--- config.mk ---
export PLATFORM = sky130hd
export DESIGN_NAME = lsu_mem_master_flat
export DESIGN_NICKNAME = d
export VERILOG_FILES = /design/src/rtl/lsu_pkg.sv /design/src/rtl/lsu_mem_master_if.sv /design/src/rtl/lsu_load_align.sv /design/src/rtl/lsu_mem_master.sv /design/src/flat_wrapper.sv
export SDC_FILE = /design/constraint.sdc
export NUM_CORES = 1
export LEC_CHECK = 0
export CAP_MARGIN = 20
export CORE_ASPECT_RATIO = 2
export CORE_UTILIZATION = 43
export CTS_CLUSTER_DIAMETER = 100
export DETAILED_ROUTE_END_ITERATION = 8
export GPL_TIMING_DRIVEN = 1
export PLACE_DENSITY = 0.88
export SLEW_MARGIN = 0
export SYNTH_ARGS = -nofsm -noshare
export SYNTH_HDL_FRONTEND = slang
export SYNTH_SLANG_ARGS = --single-unit
--- constraint.sdc ---
create_clock -name clock -period 2.1 [get_ports clock]
set_input_delay 0.315 -clock clock [delete_from_list [all_inputs] [get_ports clock]]
set_output_delay 0.315 -clock clock [all_outputs]
set_load 0.01 [all_outputs]
--- src/rtl/lsu_pkg.sv ---
`default_nettype none
// ============================================================================
// Module   : lsu_pkg
// Purpose  : Shared size encodings, FSM state type and lane helper functions
//            for the load/store unit memory master.
// Revision : 1.0  initial release
// ============================================================================
package lsu_pkg;

    // Access size encodings carried on req_size
    localparam logic [1:0] SZ_B   = 2'd0;
    localparam logic [1:0] SZ_H   = 2'd1;
    localparam logic [1:0] SZ_W   = 2'd2;
    localparam logic [1:0] SZ_ILL = 2'd3;

    // Request sequencing states, explicitly encoded
    typedef enum logic [1:0] {
        ST_IDLE  = 2'd0,
        ST_ISSUE = 2'd1,
        ST_DATA  = 2'd2,
        ST_RESP  = 2'd3
    } lsu_state_e;

    // Byte-lane mask for an access of the given size at byte offset off
    function automatic logic [3:0] size_mask(input logic [1:0] size, input logic [1:0] off);
        case (size)
            SZ_B:    return 4'b0001 << off;
            SZ_H:    return 4'b0011 << off;
            SZ_W:    return 4'b1111;
            default: return 4'b0000;
        endcase
    endfunction

    // True when the access cannot be issued: illegal size or unnatural alignment
    function automatic logic misaligned(input logic [1:0] size, input logic [1:0] off);
        case (size)
            SZ_B:    return 1'b0;
            SZ_H:    return off[0];
            SZ_W:    return off != 2'b00;
            default: return 1'b1;
        endcase
    endfunction

endpackage
`default_nettype wire

--- src/rtl/lsu_mem_master_if.sv ---
`default_nettype none
// ============================================================================
// Module   : lsu_mem_master_if
// Purpose  : Request, response and data-memory bundle of the LSU back end.
//            master = the LSU itself, slave = execute stage / memory side.
// Revision : 1.0  initial release
// ============================================================================
interface lsu_mem_master_if #(
    parameter int ADDR_W = 32
);
    // Request channel
    logic              req_valid;
    logic              req_ready;
    logic              req_wen;
    logic [1:0]        req_size;
    logic              req_unsigned;
    logic [ADDR_W-1:0] req_addr;
    logic [31:0]       req_wdata;
    // Response channel
    logic              resp_valid;
    logic              resp_ready;
    logic [31:0]       resp_rdata;
    logic              resp_err;
    // Data-memory port
    logic              mem_read_en;
    logic              mem_write_en;
    logic [3:0]        mem_mark;
    logic [ADDR_W-1:0] mem_addr;
    logic [31:0]       mem_write_data;
    logic [31:0]       mem_read_data;

    modport master (
        input  req_valid, req_wen, req_size, req_unsigned, req_addr, req_wdata,
        output req_ready,
        output resp_valid, resp_rdata, resp_err,
        input  resp_ready,
        output mem_read_en, mem_write_en, mem_mark, mem_addr, mem_write_data,
        input  mem_read_data
    );

    modport slave (
        output req_valid, req_wen, req_size, req_unsigned, req_addr, req_wdata,
        input  req_ready,
        input  resp_valid, resp_rdata, resp_err,
        output resp_ready,
        input  mem_read_en, mem_write_en, mem_mark, mem_addr, mem_write_data,
        output mem_read_data
    );
endinterface
`default_nettype wire

--- src/rtl/lsu_load_align.sv ---
`default_nettype none
// ============================================================================
// Module   : lsu_load_align
// Purpose  : Selects the addressed byte/half lane of a memory word and
//            sign- or zero-extends it to 32 bits. Purely combinational.
// Revision : 1.0  initial release
// ============================================================================
module lsu_load_align
    import lsu_pkg::*;
(
    input  wire logic [31:0] i_word,
    input  wire logic [1:0]  i_off,
    input  wire logic [1:0]  i_size,
    input  wire logic        i_unsigned,
    output logic      [31:0] o_result
);

    logic [7:0]  w_byte;
    logic [15:0] w_half;

    // Lane selection; half loads only reach here 2-byte aligned, so off[1] picks the half
    always_comb begin
        w_byte = i_word[{i_off, 3'b000} +: 8];
        w_half = i_word[{i_off[1], 4'b0000} +: 16];
    end

    // Extension by access size; word loads pass straight through
    always_comb begin
        o_result = i_word;
        case (i_size)
            SZ_B:    o_result = {{24{w_byte[7]  & ~i_unsigned}}, w_byte};
            SZ_H:    o_result = {{16{w_half[15] & ~i_unsigned}}, w_half};
            default: o_result = i_word;
        endcase
    end

endmodule
`default_nettype wire

--- src/rtl/lsu_mem_master.sv ---
`default_nettype none
// ============================================================================
// Module   : lsu_mem_master
// Purpose  : LSU back end. Accepts one load/store at a time, issues a single
//            word-aligned memory strobe, captures the read data one cycle
//            later, extends it and returns a response.
// Revision : 1.0  initial release
// ============================================================================
module lsu_mem_master
    import lsu_pkg::*;
#(
    parameter int ADDR_W = 32,
    parameter int DATA_W = 32
)(
    input  wire logic         clock,
    input  wire logic         reset,   // active-low, synchronous
    lsu_mem_master_if.master  bus
);

    // Only a 32-bit data path is implemented
    generate
        if (DATA_W != 32) begin : g_data_w_check
            $error("lsu_mem_master: DATA_W must be 32");
        end
    endgenerate

    lsu_state_e        r_state_q, w_state_d;
    logic              r_wen_q,   w_wen_d;
    logic [1:0]        r_size_q,  w_size_d;
    logic              r_uns_q,   w_uns_d;
    logic [ADDR_W-1:0] r_addr_q,  w_addr_d;
    logic [31:0]       r_wdata_q, w_wdata_d;
    logic              r_err_q,   w_err_d;
    logic [31:0]       r_rdata_q, w_rdata_d;

    logic [31:0]       w_load_result;
    logic [31:0]       w_lane_wdata;
    logic              w_issue;

    lsu_load_align u_load_align (
        .i_word     (bus.mem_read_data),
        .i_off      (r_addr_q[1:0]),
        .i_size     (r_size_q),
        .i_unsigned (r_uns_q),
        .o_result   (w_load_result)
    );

    // Next-state and holding-register update for the request sequencer
    always_comb begin
        w_state_d = r_state_q;
        w_wen_d   = r_wen_q;
        w_size_d  = r_size_q;
        w_uns_d   = r_uns_q;
        w_addr_d  = r_addr_q;
        w_wdata_d = r_wdata_q;
        w_err_d   = r_err_q;
        w_rdata_d = r_rdata_q;
        case (r_state_q)
            ST_IDLE: begin
                if (bus.req_valid) begin
                    w_wen_d   = bus.req_wen;
                    w_size_d  = bus.req_size;
                    w_uns_d   = bus.req_unsigned;
                    w_addr_d  = bus.req_addr;
                    w_wdata_d = bus.req_wdata;
                    w_rdata_d = 32'h0;
                    w_err_d   = misaligned(bus.req_size, bus.req_addr[1:0]);
                    // Faulting requests skip the memory entirely
                    w_state_d = w_err_d ? ST_RESP : ST_ISSUE;
                end
            end
            ST_ISSUE: w_state_d = r_wen_q ? ST_RESP : ST_DATA;
            ST_DATA: begin
                w_rdata_d = w_load_result;
                w_state_d = ST_RESP;
            end
            ST_RESP: begin
                if (bus.resp_ready) begin
                    w_state_d = ST_IDLE;
                end
            end
            default: w_state_d = ST_IDLE;
        endcase
    end

    // State and holding registers; reset clears everything
    always_ff @(posedge clock) begin
        if (!reset) begin
            r_state_q <= ST_IDLE;
            r_wen_q   <= 1'b0;
            r_size_q  <= 2'b00;
            r_uns_q   <= 1'b0;
            r_addr_q  <= '0;
            r_wdata_q <= 32'h0;
            r_err_q   <= 1'b0;
            r_rdata_q <= 32'h0;
        end else begin
            r_state_q <= w_state_d;
            r_wen_q   <= w_wen_d;
            r_size_q  <= w_size_d;
            r_uns_q   <= w_uns_d;
            r_addr_q  <= w_addr_d;
            r_wdata_q <= w_wdata_d;
            r_err_q   <= w_err_d;
            r_rdata_q <= w_rdata_d;
        end
    end

    // Store data replicated across lanes so unmasked lanes carry defined values
    always_comb begin
        w_lane_wdata = r_wdata_q;
        case (r_size_q)
            SZ_B:    w_lane_wdata = {4{r_wdata_q[7:0]}};
            SZ_H:    w_lane_wdata = {2{r_wdata_q[15:0]}};
            default: w_lane_wdata = r_wdata_q;
        endcase
    end

    assign w_issue = (r_state_q == ST_ISSUE);

    // Handshakes and strobes are suppressed combinationally while reset is held
    assign bus.req_ready      = reset && (r_state_q == ST_IDLE);
    assign bus.resp_valid     = reset && (r_state_q == ST_RESP);
    assign bus.mem_read_en    = reset && w_issue && !r_wen_q;
    assign bus.mem_write_en   = reset && w_issue &&  r_wen_q;
    assign bus.mem_mark       = w_issue ? size_mask(r_size_q, r_addr_q[1:0]) : 4'b0000;
    assign bus.mem_addr       = {r_addr_q[ADDR_W-1:2], 2'b00};
    assign bus.mem_write_data = (w_issue && r_wen_q) ? w_lane_wdata : 32'h0;
    assign bus.resp_rdata     = r_rdata_q;
    assign bus.resp_err       = r_err_q;

endmodule
`default_nettype wire

--- src/flat_wrapper.sv ---
// flat-port wrapper written by rule: the top's interface ports become plain ports
module lsu_mem_master_flat import lsu_pkg::*;
#(
    parameter int ADDR_W = 32,
    parameter int DATA_W = 32
)
  (clock, reset, bus_req_valid, bus_req_wen, bus_req_size, bus_req_unsigned, bus_req_addr, bus_req_wdata, bus_req_ready, bus_resp_valid, bus_resp_rdata, bus_resp_err, bus_resp_ready, bus_mem_read_en, bus_mem_write_en, bus_mem_mark, bus_mem_addr, bus_mem_write_data, bus_mem_read_data);
  lsu_mem_master_if #(.ADDR_W(ADDR_W)) bus_i ();
  input  wire logic clock;
  input  wire logic reset;
  input wire logic [$bits(bus_i.req_valid)-1:0] bus_req_valid;
  input wire logic [$bits(bus_i.req_wen)-1:0] bus_req_wen;
  input wire logic [$bits(bus_i.req_size)-1:0] bus_req_size;
  input wire logic [$bits(bus_i.req_unsigned)-1:0] bus_req_unsigned;
  input wire logic [$bits(bus_i.req_addr)-1:0] bus_req_addr;
  input wire logic [$bits(bus_i.req_wdata)-1:0] bus_req_wdata;
  output wire logic [$bits(bus_i.req_ready)-1:0] bus_req_ready;
  output wire logic [$bits(bus_i.resp_valid)-1:0] bus_resp_valid;
  output wire logic [$bits(bus_i.resp_rdata)-1:0] bus_resp_rdata;
  output wire logic [$bits(bus_i.resp_err)-1:0] bus_resp_err;
  input wire logic [$bits(bus_i.resp_ready)-1:0] bus_resp_ready;
  output wire logic [$bits(bus_i.mem_read_en)-1:0] bus_mem_read_en;
  output wire logic [$bits(bus_i.mem_write_en)-1:0] bus_mem_write_en;
  output wire logic [$bits(bus_i.mem_mark)-1:0] bus_mem_mark;
  output wire logic [$bits(bus_i.mem_addr)-1:0] bus_mem_addr;
  output wire logic [$bits(bus_i.mem_write_data)-1:0] bus_mem_write_data;
  input wire logic [$bits(bus_i.mem_read_data)-1:0] bus_mem_read_data;
  assign bus_i.req_valid = bus_req_valid;
  assign bus_i.req_wen = bus_req_wen;
  assign bus_i.req_size = bus_req_size;
  assign bus_i.req_unsigned = bus_req_unsigned;
  assign bus_i.req_addr = bus_req_addr;
  assign bus_i.req_wdata = bus_req_wdata;
  assign bus_req_ready = bus_i.req_ready;
  assign bus_resp_valid = bus_i.resp_valid;
  assign bus_resp_rdata = bus_i.resp_rdata;
  assign bus_resp_err = bus_i.resp_err;
  assign bus_i.resp_ready = bus_resp_ready;
  assign bus_mem_read_en = bus_i.mem_read_en;
  assign bus_mem_write_en = bus_i.mem_write_en;
  assign bus_mem_mark = bus_i.mem_mark;
  assign bus_mem_addr = bus_i.mem_addr;
  assign bus_mem_write_data = bus_i.mem_write_data;
  assign bus_i.mem_read_data = bus_mem_read_data;
  lsu_mem_master #(.ADDR_W(ADDR_W), .DATA_W(DATA_W)) u_core (.clock(clock), .reset(reset), .bus(bus_i));
endmodule
==> impl_metrics.ini, run 1 <==
[floorplanning]
fp.dieArea_sq_mm = 0.01220
dieWidth_um = 78.62
start_util = 0.4446
coreArea_sq_mm = 0.01135
rows = 55
num_io_pins = 209
dieHeight_um = 155.2

[hold_path]
hp-start = u_core.r_addr_q[26]$_SDFFE_PN0P_
min_path_cells = 2
hold_end = u_core.r_addr_q[26]$_SDFFE_PN0P_
hold_path_class = reg2reg

[finish]
syn_to_final_growth_pct = 46.34
seq_area_sq_mm = 0.002068
multi_input_area_sq_mm = 0.002501
fillers = 969
layout.nets = 911
layout-drive-gt1-share = 0.07931

[detailed_routing]
drt_iter0_markers = 225
vias = 5245
via_per_inst = 5.521
first_pass_iters = 7
drc = 0
wirelength_um = 16130
detail_route.wl_per_cell_um = 16.98
ant_nets = 0

[synthesis]
yosys.area_share.adder = 0.01239
ys_ff_latch = 103
synth_most_common_cell = nand2_1
netlist_top_cells_count = nand2_1, dfxtp_1, a21oi_1, nor2_1, clkbuf_1
yosys-top-cells-area = dfxtp_1, nand2_1, a21oi_1
synth_largest_area_cell = dfxtp_1
synth_warnings = 0
yosysTopAreaCellShare = 0.4084
syn_area_sq_mm = 0.005049
ys_types = 39
yosys.area_share.simple = 0.1834
synth_area_per_cell_sq_um = 7.913
synth-edff-count = 0
synth_compound_area_frac = 0.2369
synthMuxAreaShare = 0.05874
synth_ff_type = dfxtp_1
synth_top_family_by_area = compound AO/OA/AOI/OAI gates
seq_area_frac_synth = 0.4084
netlist_instances = 638
yosys.area_share.xor_xnor = 0
async_flop_share = 0

[pwr]
comb_power_share = 0.398
seqPwrFrac = 0.367
sw_frac_of_total = 0.3578
pwr_density_cell_mw_per_mm2 = 966.8
leakagePower_uw = 0.002886
p_clk_frac = 0.235
ir_drop_mv = 0.5982
p_total_uw = 7143
power_switching_uw = 2556
p_int_uw = 4587

[sta]
finalCriticalPeriod_ns = 2.017
maxSlewViolCount = 0
hold_viol = 0
tns_ns = 0
rsz0062_at_grt = no
slew_headroom = 0.6024
final-setup-viol-count = 0
min_period_over_period = 0.9603
tightest_slew_ns = 0.5964
fmax_mhz = 495.9
clock-skew-final_ns = 0.005955

[global_route]
grt_max_degree = 71
grtUsageTotal = 0.2681
grt_pass1_vias = 5189
grt_overflow = 0
grt_first_pass_wirelength_um = 25360
antenna_found_initial = 1

[setup_path]
critPathTopFamily = buffers and inverters
worstPathMaxFanout = 25
ff2ff_setup_slack_ns = 0.09
cp.arrival_ns = 1.70
critPathKind = reg2out
cp_slowest_stage_delay_ns = 0.34
worstPathCellList = inv_1, ha_1, nand2_1, buf_12, nor2_1, dlygate4sd2_1
r2r-start = u_core.r_state_q[1]$_SDFFE_PN0P_
r2r-end = u_core.bus.resp_rdata[29]$_SDFFE_PN0P_
path_buf_inv = 3
start_kind = flop
cp_slowest_cell = dfxtp_1
setup.worst_path.end_class = primary output
ff2ff_path_depth = 7
required_ns = 1.78

[clock_tree]
cts-hold-fix-buffers = 0
cts_made_buffers = 9
clkTransAtPathRegs_ns = 0.08
clockBufferDepth = 2
cts_tree = built
cts_sinks = 103
cts_htree_levels = 3
root_buffer = clkbuf_16
clock_latency_ns = 0.35

[job]
max_cap_viol_count = 0

[outcome]
outcome = completed

[placement]
portBuffers = 206
gp_congestion = 0.8814
dp_hpwl_um = 11940
stage by stage:
step	area [sq um]	hold WS (ns)	cells	setup slack (ns)	utilization
floorplan	5052	0.4360	639	0.3135	-
global placement	7103	0.4414	932	0.006216	0.6256
detailed placement	7103	0.4457	932	0.01238	0.6256
CTS	7385	0.4569	949	0.07459	0.6504
global route	7388	0.4773	950	0.01637	0.6507
finish	7388	0.4544	950	0.08343	0.6507
worst max path at each step:
stage	cells past startpoint	start	slack [ns]	endpoint
after CTS	6	u_core.r_state_q[1]$_SDFFE_PN0P_	0.07	bus_mem_write_en
after detailed placement	4	reset	0.01	bus_mem_write_en
final	6	u_core.r_state_q[1]$_SDFFE_PN0P_	0.08	bus_mem_write_en
after global routing	7	u_core.r_state_q[1]$_SDFFE_PN0P_	0.02	u_core.bus.resp_rdata[27]$_SDFFE_PN0P_
after global placement	4	reset	0.006	bus_mem_write_en
after floorplan	9	u_core.r_state_q[0]$_SDFFE_PN0P_	0.31	u_core.bus.resp_rdata[28]$_SDFFE_PN0P_
kinds of logic (layout without fill, tap and decap cells):
logic type / count (synthesis) / after routing
and+or+nand+nor: 225 / 225
AOI/OAI and AO/OA: 187 / 187
DFF: 103 / 103
buffers and inverters: 90 / 258
muxes: 27 / 27
adders and majority gates: 5 / 5
other: 1 / 3
flip-flops by register name (all words and copies together) (netlist names):
register               cells
u_core.r_uns_q             1
u_core.r_state_q           2
u_core.bus.resp_rdata     32
u_core.r_addr_q           32
u_core.bus.resp_err        1
u_core.r_size_q            2
u_core.r_wen_q             1
u_core.r_wdata_q          32
tightest hold or removal path, cell delays in order, from the launching register on:
cell and delay [ns]:
dfxtp_1 0.31, nand2_1 0.05, a21oi_1 0.05
final cells by class:
cell class,instances,area share
antenna,1,0.0003387
clock buffer,10,0.03235
clock inverter,6,0.007959
inverter,8,0.004064
multi-input combinational,446,0.3385
sequential,103,0.2799
tap,142,0.02405
timing repair buffer,234,0.3128
metal layers:
layer,up-vias,GRT usage,share of wire
li1,2495,-,-
met2,250,0.4853,0.53
met4,0,0.1896,0.064
met1,2435,0.2623,0.35
met3,65,0.05806,0.062
met5,-,0,0
power by group through the flow:
stage	registers, uW	clock network, uW	logic, uW
3_3_place_gp	2650	0	2780
4_1_cts	2620	1710	2840
3_5_place_dp	2660	0	2820
2_1_floorplan	2630	0	1670
5_1_grt	2670	1780	3090
6_report	2620	1680	2840
what timing repair did:
| item | in CTS | in global routing |
|---|---|---|
| setup buffers | 1 | 0 |
| setup endpoints to repair | 39 | 1 |
| gates resized for setup | 48 | 1 |
cell usage in the layout, fill, tap and decap left out, types with 16 or more instances in the layout:
master | synthesis | routed
dlygate4sd2_1 | 0 | 38
a221o_1 | 16 | 16
dfxtp_1 | 103 | 100
a21oi_1 | 96 | 96
mux2i_1 | 18 | 17
buf_4 | 33 | 19
clkdlybuf4s50_1 | 0 | 167
o21ai_0 | 24 | 24
nand2_1 | 152 | 151
nor2_1 | 42 | 42
Note: power is estimated with default switching activity, not from simulation.
==> run 2, diff against run 1 <==
--- a/config.mk
+++ b/config.mk
@@ -9,3 +9,3 @@
 export CORE_ASPECT_RATIO = 2
-export CORE_UTILIZATION = 43
+export CORE_UTILIZATION = 44
 export CTS_CLUSTER_DIAMETER = 100
@@ -13,3 +13,3 @@
 export GPL_TIMING_DRIVEN = 1
-export PLACE_DENSITY = 0.88
+export PLACE_DENSITY = 0.89
 export SLEW_MARGIN = 0
@@ -17,2 +17,3 @@
 export SYNTH_HDL_FRONTEND = slang
+export SYNTH_HIERARCHICAL = 1
 export SYNTH_SLANG_ARGS = --single-unit
==> constraint.sdc (replaced) <==
create_clock -name clock -period 2.1 [get_ports clock]
set_input_delay 0.42 -clock clock [delete_from_list [all_inputs] [get_ports clock]]
set_output_delay 0.42 -clock clock [all_outputs]
set_load 0.01 [all_outputs]
==> impl_metrics.ini, run 2 <==
[outcome]
outcome = finished, violations left
violations = setup timing

[synthesis]
synth_area_per_cell_sq_um = 7.653
ys_ff_latch = 103
syn_area_sq_mm = 0.005319
synth-edff-count = 0
synth_warnings = 6
synth_largest_area_cell = dfxtp_1
yosys-top-cells-area = dfxtp_1, nand2_1, a21oi_1
netlist_instances = 695
synth_most_common_cell = nand2_1
seq_area_frac_synth = 0.3877
async_flop_share = 0
netlist_top_cells_count = nand2_1, dfxtp_1, a21oi_1, nor2_1, buf_4
ys_types = 39
yosysTopAreaCellShare = 0.3877
synth_ff_type = dfxtp_1

[pwr]
pwr_density_cell_mw_per_mm2 = 1033
ir_drop_mv = 0.9216
p_total_uw = 7983
leakagePower_uw = 0.002860

[sta]
fmax_mhz = 468.5
maxSlewViolCount = 0
rsz0062_at_grt = yes
tightest_slew_ns = 0.9909
slew_headroom = 0.3253
final-setup-viol-count = 1
hold_viol = 0
finalCriticalPeriod_ns = 2.135
setup_ws_ns = -0.03455
clock-skew-final_ns = 0.008384
min_period_over_period = 1.016

[setup_path]
critPathKind = reg2out
required_ns = 1.68
cp_slowest_cell = clkdlybuf4s50_1
start_kind = flop
worstPathCellList = inv_1, ha_2, and2_1, clkdlybuf4s50_1
critPathTopFamily = buffers and inverters
setup.worst_path.end_class = primary output
cp_slowest_stage_delay_ns = 0.52
cp.arrival_ns = 1.71
worstPathMaxFanout = 4
path_buf_inv = 2

[clock_tree]
clkTransAtPathRegs_ns = 0.07
cts_htree_levels = 3
clockBufferDepth = 2
cts_tree = built
cts_made_buffers = 9
cts_sinks = 103
clock_latency_ns = 0.34
root_buffer = clkbuf_16
cts-hold-fix-buffers = 0

[global_route]
grt_max_degree = 70
grt_overflow = 0
grt_first_pass_wirelength_um = 27080
antenna_found_initial = 0
grt_pass1_vias = 5368
grtUsageTotal = 0.2815

[detailed_routing]
vias = 5550
detail_route.wl_per_cell_um = 17.44
via_per_inst = 5.463
first_pass_iters = 5
drt_iter0_markers = 221
wirelength_um = 17720
drc = 0
ant_nets = 0

[finish]
final_core_util = 0.6565
n_antenna_cell = 0
layout.nets = 974
syn_to_final_growth_pct = 45.28
final_cell_mix = nand2_1, clkdlybuf4s50_1, a21oi_1
instances_no_fill = 1016
layout_commonest_cell = nand2_1
stdcell_area_sq_mm = 0.007727
layout-drive-gt1-share = 0.1538

[placement]
gp_congestion = 0.8949
dpl.cell_count = 991
dp_hpwl_um = 12650
placed_area_sq_mm = 0.007357
portBuffers = 206

[floorplanning]
dieWidth_um = 79.75
fp.dieArea_sq_mm = 0.01256
num_io_pins = 209
rows = 56
coreArea_sq_mm = 0.01177
dieHeight_um = 157.5
start_util = 0.4518

[job]
max_cap_viol_count = 0

[hold_path]
hold_path_class = reg2reg
run 2: cell count changes after synthesis, sizes merged, moves of 9 or more:
cell	change
a22oi	+9
o21ai	-9
a221o	-16
mux2	+10
a32oi	+32
nand2	+39
a21oi	+24
a221oi	-9
buf	+16
a22o	-9
run 2: cells by family after synthesis:
family / Yosys count / synth area share
AND/OR/NAND/NOR: 271 / 0.2077
AO/OA/AOI/OAI: 190 / 0.2277
flip-flops: 103 / 0.3877
buffers and inverters: 98 / 0.1075
multiplexers: 28 / 0.05928
adder cells (fa/ha/maj): 4 / 0.009410
other: 1 / 0.0007050
run 2: metrics by stage:
stage | hold slack, ns | setup WS, ns | TNS, ns
after floorplan | 0.4360 | 0.3004 | 0
after global placement | 0.4406 | -0.05749 | -0.1391
after detailed placement | 0.4462 | -0.06310 | -0.5513
after CTS | 0.4555 | -0.05271 | -0.07423
after global routing | 0.4685 | -0.08635 | -0.1783
final | 0.4573 | -0.03455 | -0.03455
run 2: metal layers:
layer,vias to the layer above,GRT usage,routed length [um]
met1,2545,0.2889,6102
li1,2665,-,-
met2,276,0.5181,9533
met5,-,0,0
met3,64,0.04116,1052
met4,0,0.1769,1028
run 2: final cells by class:
cell class                 count  area [sq um]
multi-input combinational    495          2703
fill                         969          4044
inverter                       5         23.77
timing repair buffer         252          2432
sequential                   103          2073
clock inverter                 7         88.84
clock buffer                   9         225.2
tap                          145         181.4
run 2: timing repair:
action                                  4_1_cts  5_1_grt
cloned                                        0        1
endpoints found under the setup margin       40       36
buffers inserted                              5        3
resized for setup                            63       39
run 2: worst min-delay path: stages (launching register included):
cell and delay (ns):
dfxtp_1 0.31, nand2_1 0.05, a21oi_1 0.05
run 2: where the power goes:
part | switching (uW) | leakage (uW) | internal (uW) | total (uW)
Clock | 808 | 0.000150 | 951 | 1760
Combinational | 2010 | 0.00187 | 1640 | 3640
Sequential | 249 | 0.000843 | 2330 | 2580
run 2: path summary, 6_finish.rpt:
kind              slack [ns]                                     to  cells after the start                        startpoint
setup / recovery       -0.03                          bus_req_ready                      4  u_core/r_state_q[0]$_SDFFE_PN0P_
hold reg to reg         0.46       u_core/r_addr_q[23]$_SDFFE_PN0P_                      2  u_core/r_addr_q[23]$_SDFFE_PN0P_
hold / removal          0.46       u_core/r_addr_q[23]$_SDFFE_PN0P_                      2  u_core/r_addr_q[23]$_SDFFE_PN0P_
setup reg to reg        0.18  u_core/bus.resp_rdata[2]$_SDFFE_PN0P_                      9   u_core/r_size_q[0]$_SDFFE_PN0P_
==> run 3, diff against run 2 <==
- CORE_MARGIN: unset -> 3
==> impl_metrics.ini, run 3 (same netlist as run 2, synthesis figures left out) <==
[placement]
portBuffers = 206
gp_congestion = 0.8705
dp_hpwl_um = 13100
placed_area_sq_mm = 0.007357
dpl.cell_count = 991

[finish]
n_antenna_cell = 0
layout_commonest_cell = nand2_1
instances_no_fill = 1012
final_cell_mix = nand2_1, clkdlybuf4s50_1, dfxtp_1
layout-drive-gt1-share = 0.1592
syn_to_final_growth_pct = 44.27
stdcell_area_sq_mm = 0.007674
layout.nets = 970

[detailed_routing]
wirelength_um = 18100
drc = 0
via_per_inst = 5.438
ant_nets = 0
first_pass_iters = 4
detail_route.wl_per_cell_um = 17.88
vias = 5503
drt_iter0_markers = 283

[floorplanning]
num_io_pins = 209
dieWidth_um = 83.75
dieHeight_um = 161.5
start_util = 0.4518
coreArea_sq_mm = 0.01177
rows = 56
fp.dieArea_sq_mm = 0.01352

[hold_path]
hp-start = u_core/r_addr_q[28]$_SDFFE_PN0P_
hold_path_class = reg2reg
min_path_cells = 2
hold_end = u_core/r_addr_q[28]$_SDFFE_PN0P_

[sta]
fmax_mhz = 443.1
rsz0062_at_grt = yes
maxSlewViolCount = 0
tightest_slew_ns = 1.002
slew_headroom = 0.3180
hold_slack_ns = 0.4554
clock-skew-final_ns = 0.008323
tns_ns = -0.1570
hold_viol = 0
final-setup-viol-count = 1
finalCriticalPeriod_ns = 2.257
setup_ws_ns = -0.1570
min_period_over_period = 1.075

[global_route]
antenna_found_initial = 0
gr-usage-met2 = 0.4616
grt_overflow = 0
use_met3 = 0.04594
grtUsageTotal = 0.2559
busiest_layer = met2
grtUsageMet1 = 0.2614
grt_max_degree = 104
grt_pass1_vias = 5453
grt_first_pass_wirelength_um = 27650

[job]
max_cap_viol_count = 0

[clock_tree]
root_buffer = clkbuf_16
clock_latency_ns = 0.35
cts_sinks = 103
cts_made_buffers = 9
cts_tree = built
cts_htree_levels = 3
clockBufferDepth = 2
clkTransAtPathRegs_ns = 0.08

[setup_path]
r2r-end = u_core/bus.resp_rdata[28]$_SDFFE_PN0P_
worstPathMaxFanout = 3
worstPathCellList = buf_4, inv_1, ha_2, and2_1, clkdlybuf4s50_1
ff2ff_setup_slack_ns = 0.11
r2r-start = u_core/r_state_q[0]$_SDFFE_PN0P_
cp_slowest_stage_delay_ns = 0.53
cp.arrival_ns = 1.84
setup.worst_path.end_class = primary output
start_kind = flop
ff2ff_path_depth = 6
required_ns = 1.68
cp_slowest_cell = clkdlybuf4s50_1
critPathKind = reg2out

[pwr]
pwr_density_cell_mw_per_mm2 = 1037
leakagePower_uw = 0.002926
ir_drop_mv = 0.7705

[outcome]
outcome = finished, violations left
violations = setup timing
-- run 3: cell count changes in the layout (fill, tap and decap cells not counted), sizes merged --
cell / before / now
clkdlybuf4s50: 167 / 166
clkbuf: 19 / 31
buf: 48 / 41
dlymetal6s2s: 0 / 2
clkdlybuf4s15: 18 / 0
dlygate4sd2: 9 / 17
-- run 3: routing by layer --
metal / vias up / share of wire
li1: 2655 / -
met1: 2519 / 0.34
met2: 258 / 0.53
met3: 71 / 0.064
met4: 0 / 0.067
met5: - / 0
-- run 3: worst max path at each step --
stage                                                start                                endpoint  cells after the start
after global placement                               reset                        bus_mem_write_en                      5
final                     u_core/r_state_q[0]$_SDFFE_PN0P_                           bus_req_ready                      5
after global routing      u_core/r_state_q[0]$_SDFFE_PN0P_                           bus_req_ready                      5
after CTS                 u_core/r_state_q[0]$_SDFFE_PN0P_                           bus_req_ready                      5
after detailed placement                             reset                        bus_mem_write_en                      5
after floorplan            u_core/r_addr_q[1]$_SDFFE_PN0P_  u_core/bus.resp_rdata[31]$_SDFFE_PN0P_                      8
-- run 3: cell type report --
class / instances / area (sq um)
clock buffer: 9 / 225.2
multi-input combinational: 495 / 2721
tap: 145 / 181.4
clock inverter: 7 / 88.84
timing repair buffer: 248 / 2364
sequential: 103 / 2069
fill: 977 / 4098
inverter: 5 / 23.77
-- run 3: report_power, final --
| group | internal, uW | total (uW) | switching [uW] | leakage, uW |
|---|---|---|---|---|
| combinational | 1610 | 3600 | 1990 | 0.00193 |
| sequential | 2330 | 2590 | 260 | 0.000843 |
| clock | 955 | 1770 | 815 | 0.000152 |
-- run 3: per-stage QoR --
step           utilization  power [uW]  worst slack, ns
2_1_floorplan            -        4889           0.3004
3_3_place_gp        0.6250        6067          -0.1450
3_5_place_dp        0.6250        6156          -0.1283
4_1_cts             0.6521        7937          -0.2436
5_1_grt             0.6519        8401          -0.2383
6_report            0.6519        7958          -0.1570
-- run 3: worst max-delay path: cells and delay by family (launching register included) --
family / cells / cell delay, ns
AND/OR/NAND/NOR: 1 / 0.15
flip-flops: 1 / 0.32
adder cells (fa/ha/maj): 1 / 0.25
buffers and inverters: 3 / 0.77
-- run 3: repair_timing --
action                     4_1_cts  5_1_grt
cloned                           0        1
hold buffers                     0        0
buffers inserted                 3        0
pin swaps                        0        0
setup endpoints to repair       40       56
resized for setup               51       47
